[src/rtl/imem_loader_pkg.sv]
// Shared constants and state encoding for the instruction-memory boot loader.
// Memory geometry mirrors the core's instruction ROM; BPW is derived from the word width.
package imem_loader_pkg;

  localparam int AWIDTH = 4;
  localparam int DWIDTH = 32;
  localparam int WORDS  = 16;
  localparam int BPW    = DWIDTH / 8;
  localparam int LEN_W  = 16;

  typedef enum logic [2:0] {
    ST_IDLE = 3'd0,
    ST_LEN0 = 3'd1,
    ST_LEN1 = 3'd2,
    ST_DATA = 3'd3,
    ST_CSUM = 3'd4,
    ST_DONE = 3'd5
  } state_t;

endpackage

[src/rtl/imem_loader_word_assembler.sv]
// Packs a little-endian byte stream into DWIDTH-bit words.
// The word output is combinational so the completing byte and the word appear in the same cycle.
module word_assembler
  import imem_loader_pkg::*;
(
  input  logic              clk,
  input  logic              rst_n,
  input  logic              clr,
  input  logic              shift_en,
  input  logic [7:0]        byte_in,
  output logic [DWIDTH-1:0] word,
  output logic              word_ready
);

  localparam int IDXW = (BPW > 1) ? $clog2(BPW) : 1;

  // Only the first BPW-1 bytes are stored; the last one is taken straight from byte_in.
  logic [DWIDTH-9:0] sr_q, sr_d;
  logic [IDXW-1:0]   idx_q, idx_d;

  assign word       = {byte_in, sr_q};
  assign word_ready = shift_en && (idx_q == IDXW'(BPW - 1));

  always_comb begin
    sr_d  = sr_q;
    idx_d = idx_q;
    if (clr) begin
      idx_d = '0;
    end else if (shift_en) begin
      sr_d  = {byte_in, sr_q[DWIDTH-9:8]};
      idx_d = word_ready ? '0 : idx_q + IDXW'(1);
    end
  end

  always_ff @(posedge clk) begin
    if (!rst_n) begin
      sr_q  <= '0;
      idx_q <= '0;
    end else begin
      sr_q  <= sr_d;
      idx_q <= idx_d;
    end
  end

endmodule

[src/rtl/imem_loader.sv]
// Boot-time loader: parses a length header, writes packed words to the instruction ROM
// and verifies a trailing XOR checksum of all data bytes.
module imem_loader
  import imem_loader_pkg::*;
(
  input  logic              clk,
  input  logic              rst_n,
  input  logic              start,
  input  logic [7:0]        rx_data,
  input  logic              rx_valid,
  output logic              rx_ready,
  output logic              wr_en,
  output logic [AWIDTH-1:0] wr_addr,
  output logic [DWIDTH-1:0] wr_data,
  output logic              busy,
  output logic              done,
  output logic              err
);

  state_t             state_q, state_d;
  logic [LEN_W-1:0]   len_q, len_d;
  logic [LEN_W-1:0]   cnt_q, cnt_d;
  logic [7:0]         csum_q, csum_d;
  logic               rx_ready_q, rx_ready_d;
  logic               wr_en_q, wr_en_d;
  logic [AWIDTH-1:0]  wr_addr_q, wr_addr_d;
  logic [DWIDTH-1:0]  wr_data_q, wr_data_d;
  logic               busy_q, busy_d;
  logic               done_q, done_d;
  logic               err_q, err_d;

  logic               xfer;
  logic               asm_clr;
  logic               asm_shift;
  logic [DWIDTH-1:0]  asm_word;
  logic               asm_ready;
  logic [LEN_W-1:0]   len_full;

  assign xfer      = rx_valid && rx_ready_q;
  assign asm_clr   = (state_q == ST_IDLE) && start;
  assign asm_shift = xfer && (state_q == ST_DATA);
  assign len_full  = {rx_data, len_q[7:0]};

  word_assembler u_asm (
    .clk        (clk),
    .rst_n      (rst_n),
    .clr        (asm_clr),
    .shift_en   (asm_shift),
    .byte_in    (rx_data),
    .word       (asm_word),
    .word_ready (asm_ready)
  );

  always_comb begin
    state_d   = state_q;
    len_d     = len_q;
    cnt_d     = cnt_q;
    csum_d    = csum_q;
    wr_en_d   = 1'b0;
    wr_addr_d = wr_addr_q;
    wr_data_d = wr_data_q;
    err_d     = err_q;

    case (state_q)
      ST_IDLE: begin
        if (start) begin
          state_d = ST_LEN0;
          err_d   = 1'b0;
          csum_d  = '0;
          cnt_d   = '0;
        end
      end
      ST_LEN0: begin
        if (xfer) begin
          len_d[7:0] = rx_data;
          state_d    = ST_LEN1;
        end
      end
      ST_LEN1: begin
        if (xfer) begin
          len_d[15:8] = rx_data;
          if (len_full == '0) begin
            state_d = ST_CSUM;
          end else if (len_full > LEN_W'(WORDS)) begin
            err_d   = 1'b1;
            state_d = ST_IDLE;
          end else begin
            state_d = ST_DATA;
          end
        end
      end
      ST_DATA: begin
        if (xfer) begin
          csum_d = csum_q ^ rx_data;
          if (asm_ready) begin
            wr_en_d   = 1'b1;
            wr_addr_d = cnt_q[AWIDTH-1:0];
            wr_data_d = asm_word;
            cnt_d     = cnt_q + LEN_W'(1);
            if (cnt_q == len_q - LEN_W'(1)) begin
              state_d = ST_CSUM;
            end
          end
        end
      end
      ST_CSUM: begin
        if (xfer) begin
          if (rx_data == csum_q) begin
            state_d = ST_DONE;
          end else begin
            err_d   = 1'b1;
            state_d = ST_IDLE;
          end
        end
      end
      ST_DONE: begin
        state_d = ST_IDLE;
      end
      default: begin
        state_d = ST_IDLE;
      end
    endcase

    // Status outputs are registered copies of the next state so they line up with it.
    rx_ready_d = (state_d == ST_LEN0) || (state_d == ST_LEN1) ||
                 (state_d == ST_DATA) || (state_d == ST_CSUM);
    busy_d     = (state_d != ST_IDLE);
    done_d     = (state_d == ST_DONE);
  end

  always_ff @(posedge clk) begin
    if (!rst_n) begin
      state_q    <= ST_IDLE;
      len_q      <= '0;
      cnt_q      <= '0;
      csum_q     <= '0;
      rx_ready_q <= 1'b0;
      wr_en_q    <= 1'b0;
      wr_addr_q  <= '0;
      wr_data_q  <= '0;
      busy_q     <= 1'b0;
      done_q     <= 1'b0;
      err_q      <= 1'b0;
    end else begin
      state_q    <= state_d;
      len_q      <= len_d;
      cnt_q      <= cnt_d;
      csum_q     <= csum_d;
      rx_ready_q <= rx_ready_d;
      wr_en_q    <= wr_en_d;
      wr_addr_q  <= wr_addr_d;
      wr_data_q  <= wr_data_d;
      busy_q     <= busy_d;
      done_q     <= done_d;
      err_q      <= err_d;
    end
  end

  assign rx_ready = rx_ready_q;
  assign wr_en    = wr_en_q;
  assign wr_addr  = wr_addr_q;
  assign wr_data  = wr_data_q;
  assign busy     = busy_q;
  assign done     = done_q;
  assign err      = err_q;

endmodule

[config.mk]
export PLATFORM = sky130hd
export DESIGN_NAME = imem_loader
export DESIGN_NICKNAME = d
export VERILOG_FILES = /design/src/rtl/imem_loader_pkg.sv /design/src/rtl/imem_loader_word_assembler.sv /design/src/rtl/imem_loader.sv
export SDC_FILE = /design/constraint.sdc
export NUM_CORES = 1
export LEC_CHECK = 0
export CORE_MARGIN = 3
export CORE_UTILIZATION = 51
export DETAILED_ROUTE_END_ITERATION = 6
export PLACE_DENSITY_LB_ADDON = 0.2
export SYNTH_ARGS = -nofsm -noshare
export SYNTH_HDL_FRONTEND = slang
export SYNTH_SLANG_ARGS = --single-unit
[constraint.sdc]
create_clock -name clk -period 2.55 [get_ports clk]
set_clock_uncertainty 0.15 [all_clocks]
set_input_delay 0.765 -clock clk [delete_from_list [all_inputs] [get_ports clk]]
set_output_delay 0.765 -clock clk [all_outputs]
set_load 0.02 [all_outputs]
==> flow_metrics.tcl, run 1 <==
set metrics [dict create \
    drive_above_1_share 0.164 \
    synth_cells 598 \
    firstDrtPassIters 4 \
    synth_fa_ha_area_frac 0.00738 \
    io_pins 53 \
    root_buffer "clkbuf_8" \
    grt_pass1_wl_um 20800 \
    cp_slowest_cell "or4b_4" \
    r2r_start "len_q[0]" \
    crit_path_start_kind "flop" \
    max_freq_mhz 377 \
    drt_wl_total_um 12400 \
    finalCriticalPeriod_ns 2.65 \
    synth_area_leader_cell "dfxtp_1" \
    pre_cts_ws_ns -0.505 \
    dieArea_um2 11200 \
    antenna_found_initial 0 \
    report.final.setup_viol 3 \
    worstSetupPathType "flop to flop" \
    maxCapViolCount 0 \
    cts_max_path_buffers 2 \
    synth_compound_area_frac 0.168 \
    relSlewSlack 0.686 \
    wirelength_met1_um 5880 \
    status "finished, violations left" \
    avgSynthCellArea_um2 8.51 \
    ys_types 57 \
    setup_slack_ns -0.102 \
    n_antenna_cell 0 \
    finalHoldViolations 0 \
    drt_iter0_markers 156 \
    clock_sinks 110 \
    muxShareOfSynthArea 0.0275 \
    place_inst 800 \
    viasPerCell 5.35 \
    synth_commonest_cells "nand2_1, dfxtp_1, a21boi_0, clkbuf_1, nor2_1" \
    reg2reg_depth 9 \
    critPathTopFamily "simple AND/OR/NAND/NOR gates" \
    cts_buffers 9 \
    required_ns 2.66 \
    synth_fp_nets 613 \
    synth_top_family_by_area "simple AND/OR/NAND/NOR gates" \
    stdcell_area_um2 6400 \
    stdcell_count 817 \
    ant_nets 0 \
    synth_most_common_cell "nand2_1" \
    dpl_cell_area_um2 6090 \
    grt_pass1_vias 4245 \
    postLayoutCoreUtil 0.677 \
    rsz0062_at_grt "true" \
    ir_drop_v 0.000369 \
    gp_congestion 0.859 \
    power.density_nw_per_um2 476 \
    syn_to_final_growth_pct 25.9 \
    min_period_over_period 1.04 \
    ys.flop_type "dfxtp_1" \
    violations "negative setup slack" \
    yosys.area_share.simple 0.257 \
    hpwl_um 9380 \
    highest_layer "met4" \
    route.met3.wl_um 587 \
    hold_class "flop to flop" \
    cp_num_cells 9 \
    ys.warnings.count 0 \
    final_max_slew_viol_count 0 \
    initial_core_util 0.538 \
    met2_length_um 5740 \
    final_nets 698 \
    crit_chain "inv_2 -> ha_4 -> or4b_4 -> and4bb_2 -> mux2i_2 -> o32ai_4 -> nor4b_4 -> nor2_1 -> o21a_1" \
    fin_total_pwr_mw 3.05 \
    tritoncts "done" \
    die_w_um 106 \
    startpoint "len_q[0]" \
    ff2ff_setup_slack_ns -0.10 \
    grt_max_degree 50 \
    p_leak_nw 2.22 \
    core_um2 9460 \
    path_buf_inv 1 \
    synth.area.top_cells "dfxtp_1, nand2_1, a21boi_0" \
    synth_edf_count 0 \
    fillers 822 \
    grt_overflow 0 \
    endpoint_kind "flop" \
    worst_slew_pin_slew_ns 0.468 \
    drc 0 \
    clkTransAtPathRegs_ns 0.11 \
    synth_area_um2 5090 \
    hold_buffers 0 \
    synthXorXnorAreaFrac 0.0654 \
    routedWlPerCell_um 15.2 \
    grt_use_total 0.225 \
    synthArstFlopShare 0 \
    crit_fanout 4 \
    cp_data_arrival_time_ns 2.76 \
    ys_seq_area_frac 0.433 \
    synth_seq_cells 110 \
    setup.worst_path.end "state_q[1]" \
    worst_path_largest_cell_delay_ns 0.48 \
    synth_top_area_frac 0.433 \
    die_y_um 106 \
    cts-htree-levels 3 \
    timing.rr.end "state_q[1]" \
    core.rowCount 35 \
    worstSkewPairLatency_ns 0.36 \
    port-buffer-count 52 \
    num_vias 4370 \
]
==> per-stage QoR <==
| step | hold WS, ns | TNS [ns] |
|---|---|---|
| 2_1_floorplan | 0.290 | -0.0825 |
| 3_3_place_gp | 0.297 | -7.39 |
| 3_5_place_dp | 0.306 | -8.12 |
| 4_1_cts | 0.321 | -0.390 |
| 5_1_grt | 0.339 | -0.669 |
| 6_report | 0.316 | -0.282 |
==> how the worst min path moves through the flow <==
stage / slack [ns] / depth (start not counted) / to / from
global route: 0.34 / 2 / wr_data[3] / wr_data[3]
floorplan: 0.29 / 2 / u_asm.idx_q[1] / u_asm.idx_q[1]
global placement: 0.30 / 2 / u_asm.idx_q[1] / u_asm.idx_q[1]
finish: 0.32 / 2 / wr_data[3] / wr_data[3]
detailed placement: 0.31 / 2 / wr_data[3] / wr_data[3]
CTS: 0.32 / 2 / wr_data[3] / wr_data[3]
==> area by class of cell <==
class	instances	area, um^2	area share
multi-input combinational	443	2790	0.435
inverter	6	22.5	0.00352
tap	129	161	0.0252
clock buffer	10	128	0.0199
timing repair buffer	113	1040	0.162
sequential	110	2200	0.344
clock inverter	6	63.8	0.00996
==> cells in the final DEF (no fill, tap or decap), drive strengths merged, types with 2 or more instances in the layout <==
cell,count
clkdlybuf4s50,51
and4,2
nor2b,24
or2,2
dfxtp,110
ha,3
inv,9
o21a,4
nand2,143
nor4b,4
nand2b,3
or3,4
nor3b,2
nor4,8
or4,4
o31a,2
o2111ai,2
nor2,31
a21oi,10
xor2,25
nand4,7
nand3,9
and2,13
buf,62
nor3,7
a22oi,4
clkbuf,10
and3,3
xnor2,13
mux2i,14
or4b,2
o32ai,2
clkinv,2
o22ai,2
a21boi,61
o21ai,19
==> tightest hold or removal path: cells and delay by family (launching register included) <==
kind            cells  cell delay [ns]
flops               1             0.32
compound gates      1             0.06
simple gates        1             0.05
==> timing repair <==
| action | 4_1_cts | 5_1_grt |
|---|---|---|
| resized for setup | 3 | 16 |
| setup buffers | 0 | 1 |
| pin swaps | 1 | 11 |
| gates cloned | 0 | 0 |
| endpoints found under the setup margin | 6 | 8 |
==> per-layer routing <==
layer / global-route usage / vias to the layer above
met1: 0.306 / 2044
met4: 0.0574 / 0
li1: - / 2193
met3: 0.0361 / 20
met5: 0 / -
met2: 0.373 / 113
==> registers in the layout, summed over array words and instances, names as in the netlist <==
signal and count:
state_q 3, wr_en 1, busy 1, err 1, cnt_q 16, csum_q 8
len_q 16, u_asm.sr_q 24, done 1, wr_data 32, u_asm.idx_q 2, rx_ready 1
wr_addr 4
==> power by group <==
group / switching (mW) / total (mW) / leakage (nW) / internal (mW)
clock network: 0.640 / 1.02 / 0.0937 / 0.384
logic: 0.140 / 0.284 / 1.23 / 0.144
registers: 0.0117 / 1.74 / 0.888 / 1.73
total: 0.792 / 3.05 / 2.22 / 2.26
==> kinds of logic (layout without fill, tap and decap cells) <==
kind of cell / Yosys count / count (layout)
muxes: 14 / 14
adders and majority gates: 3 / 3
buffers and inverters: 45 / 135
and+or+nand+nor: 271 / 271
DFF: 110 / 110
AOI/OAI and AO/OA: 117 / 117
xor gates and xnor gates: 38 / 38
Note: power is estimated with default switching activity, not from simulation.
==> inputs of run 2 (changes only) <==
- CORE_ASPECT_RATIO: default -> 1.1
- SLEW_MARGIN: default -> 0
- clock period: 2.55 -> 2.2 ns (I/O delays scaled with it)
==> flow_metrics.tcl, run 2 (same netlist as run 1, synthesis figures left out) <==
set metrics [dict create \
    status "finished, violations left" \
    violations "negative setup slack" \
    drc 0 \
    firstDrtPassIters 4 \
    largest_reg_flops 32 \
    final_max_slew_viol_count 0 \
    viasPerCell 5.47 \
    startpoint "len_q[2]" \
    timing.rr.end "done" \
    hpwl_um 9750 \
    worstSetupPathType "flop to flop" \
    max_freq_mhz 375 \
    power.density_nw_per_um2 547 \
    endpoint_kind "flop" \
    reg2reg_depth 7 \
    finalCriticalPeriod_ns 2.67 \
    worst_slew_pin_slew_ns 0.534 \
    routedWlPerCell_um 16.4 \
    power_frac_clock 0.349 \
    maxCapViolCount 0 \
    p_leak_nw 2.49 \
    crit_fanout 4 \
    cp_data_arrival_time_ns 2.79 \
    core.rowCount 37 \
    cts_max_path_buffers 2 \
    antenna_found_initial 1 \
    crit_path_start_kind "flop" \
    report.final.setup_viol 6 \
    whs_path_depth 2 \
    tritoncts "done" \
    die_w_um 101 \
    drt_iter0_markers 251 \
    place_inst 808 \
    relSlewSlack 0.642 \
    sequentialPowerShare 0.554 \
    num_vias 4528 \
    port-buffer-count 52 \
    cpMostUsedCell "nor4b_4" \
    die_y_um 111 \
    swShare 0.251 \
    root_buffer "clkbuf_8" \
    ant_nets 0 \
    grt_max_degree 55 \
    finalHoldViolations 0 \
    required_ns 2.33 \
    ir_drop_v 0.000406 \
    drt_wl_total_um 13600 \
    syn_to_final_growth_pct 30.4 \
    core_um2 9540 \
    grt_pass1_wl_um 22100 \
    fillers 792 \
    final_nets 720 \
    worst_path_largest_cell_delay_ns 0.57 \
    clkTransAtPathRegs_ns 0.11 \
    initial_core_util 0.533 \
    r2r_start "len_q[2]" \
    rsz0062_at_grt "true" \
    p_int_mw 2.72 \
    switching_power_mw 0.909 \
    grt_use_total 0.245 \
    worstSkewPairLatency_ns 0.38 \
    setup_slack_ns -0.467 \
    clock_sinks 110 \
    min_period_over_period 1.21 \
    combPwrFrac 0.097 \
    stdcell_count 828 \
    io_pins 53 \
    grt_overflow 0 \
    cp_slowest_cell "or4_4" \
    drive_above_1_share 0.199 \
    cts-htree-levels 3 \
    gp_congestion 0.904 \
    crit_chain "or3_4 -> or4_4 -> nor4b_4 -> a311oi_2 -> nor4b_4 -> o21bai_1 -> and2_1" \
    dieArea_um2 11200 \
    grt_pass1_vias 4532 \
    pre_cts_ws_ns -0.757 \
    ff2ff_setup_slack_ns -0.47 \
    final_cell_mix "nand2_1, dfxtp_1, buf_4" \
    setup.worst_path.end "done" \
    cts_buffers 9 \
    hold_class "flop to flop" \
    hold-worst-slack_ns 0.317 \
    layout_commonest_cell "nand2_1" \
    hold_buffers 0 \
]
[run 2: stage by stage]
| step | TNS [ns] | power, mW | area (um^2) | util |
|---|---|---|---|---|
| 3_5_place_dp | -33.75 | 2.38 | 6240 | 0.654 |
| 6_report | -1.87 | 3.63 | 6640 | 0.696 |
| 3_3_place_gp | -32.25 | 2.37 | 6240 | 0.654 |
| 2_1_floorplan | -1.46 | 2.23 | 5120 | - |
| 5_1_grt | -2.17 | 3.77 | 6640 | 0.696 |
| 4_1_cts | -1.86 | 3.65 | 6570 | 0.689 |
[run 2: worst max-delay path: cells and delay by family, from the launching register on]
family          cells  cell delay (ns)
simple gates        5             1.83
flops               1             0.36
compound gates      2             0.23
[run 2: routing by layer]
layer	global-route usage	vias up	part of all wire
met5	0	-	0
met1	0.294	2180	0.41
met4	0.0887	0	0.026
met2	0.433	84	0.53
li1	-	2239	-
met3	0.0403	25	0.034
[run 2: cell type report]
| cell class | count | area [um^2] | area share |
|---|---|---|---|
| repair buffers | 135 | 1230 | 0.185 |
| flip-flops and latches | 110 | 2210 | 0.333 |
| diodes | 1 | 2.50 | 0.000377 |
| well taps | 117 | 146 | 0.0221 |
| clock inverters | 7 | 80.1 | 0.0121 |
| clock buffers | 9 | 124 | 0.0187 |
| multi-input cells | 443 | 2830 | 0.426 |
| inverters | 6 | 22.5 | 0.00339 |
[run 2: what timing repair did]
item	in CTS	in global routing
pin swaps	11	7
endpoints found under the setup margin	25	66
resized for setup	30	19
cloned	0	0
buffers inserted	3	0
[run 2: power groups by stage]
stage	Combinational [mW]	Clock (mW)	Sequential (mW)
5_1_grt	0.376	1.38	2.01
2_1_floorplan	0.172	0	2.06
3_3_place_gp	0.317	0	2.06
4_1_cts	0.339	1.30	2.01
6_report	0.350	1.27	2.01
3_5_place_dp	0.322	0	2.06
[run 2: worst min-delay path by stage]
stage                   start             end  slack (ns)
2_1_floorplan  u_asm.idx_q[1]  u_asm.idx_q[1]        0.29
3_3_place_gp   u_asm.idx_q[1]  u_asm.idx_q[1]        0.29
3_5_place_dp       wr_data[5]      wr_data[5]        0.31
4_1_cts           wr_data[17]     wr_data[17]        0.32
5_1_grt        u_asm.idx_q[1]  u_asm.idx_q[1]        0.35
6_report           wr_data[0]      wr_data[0]        0.32
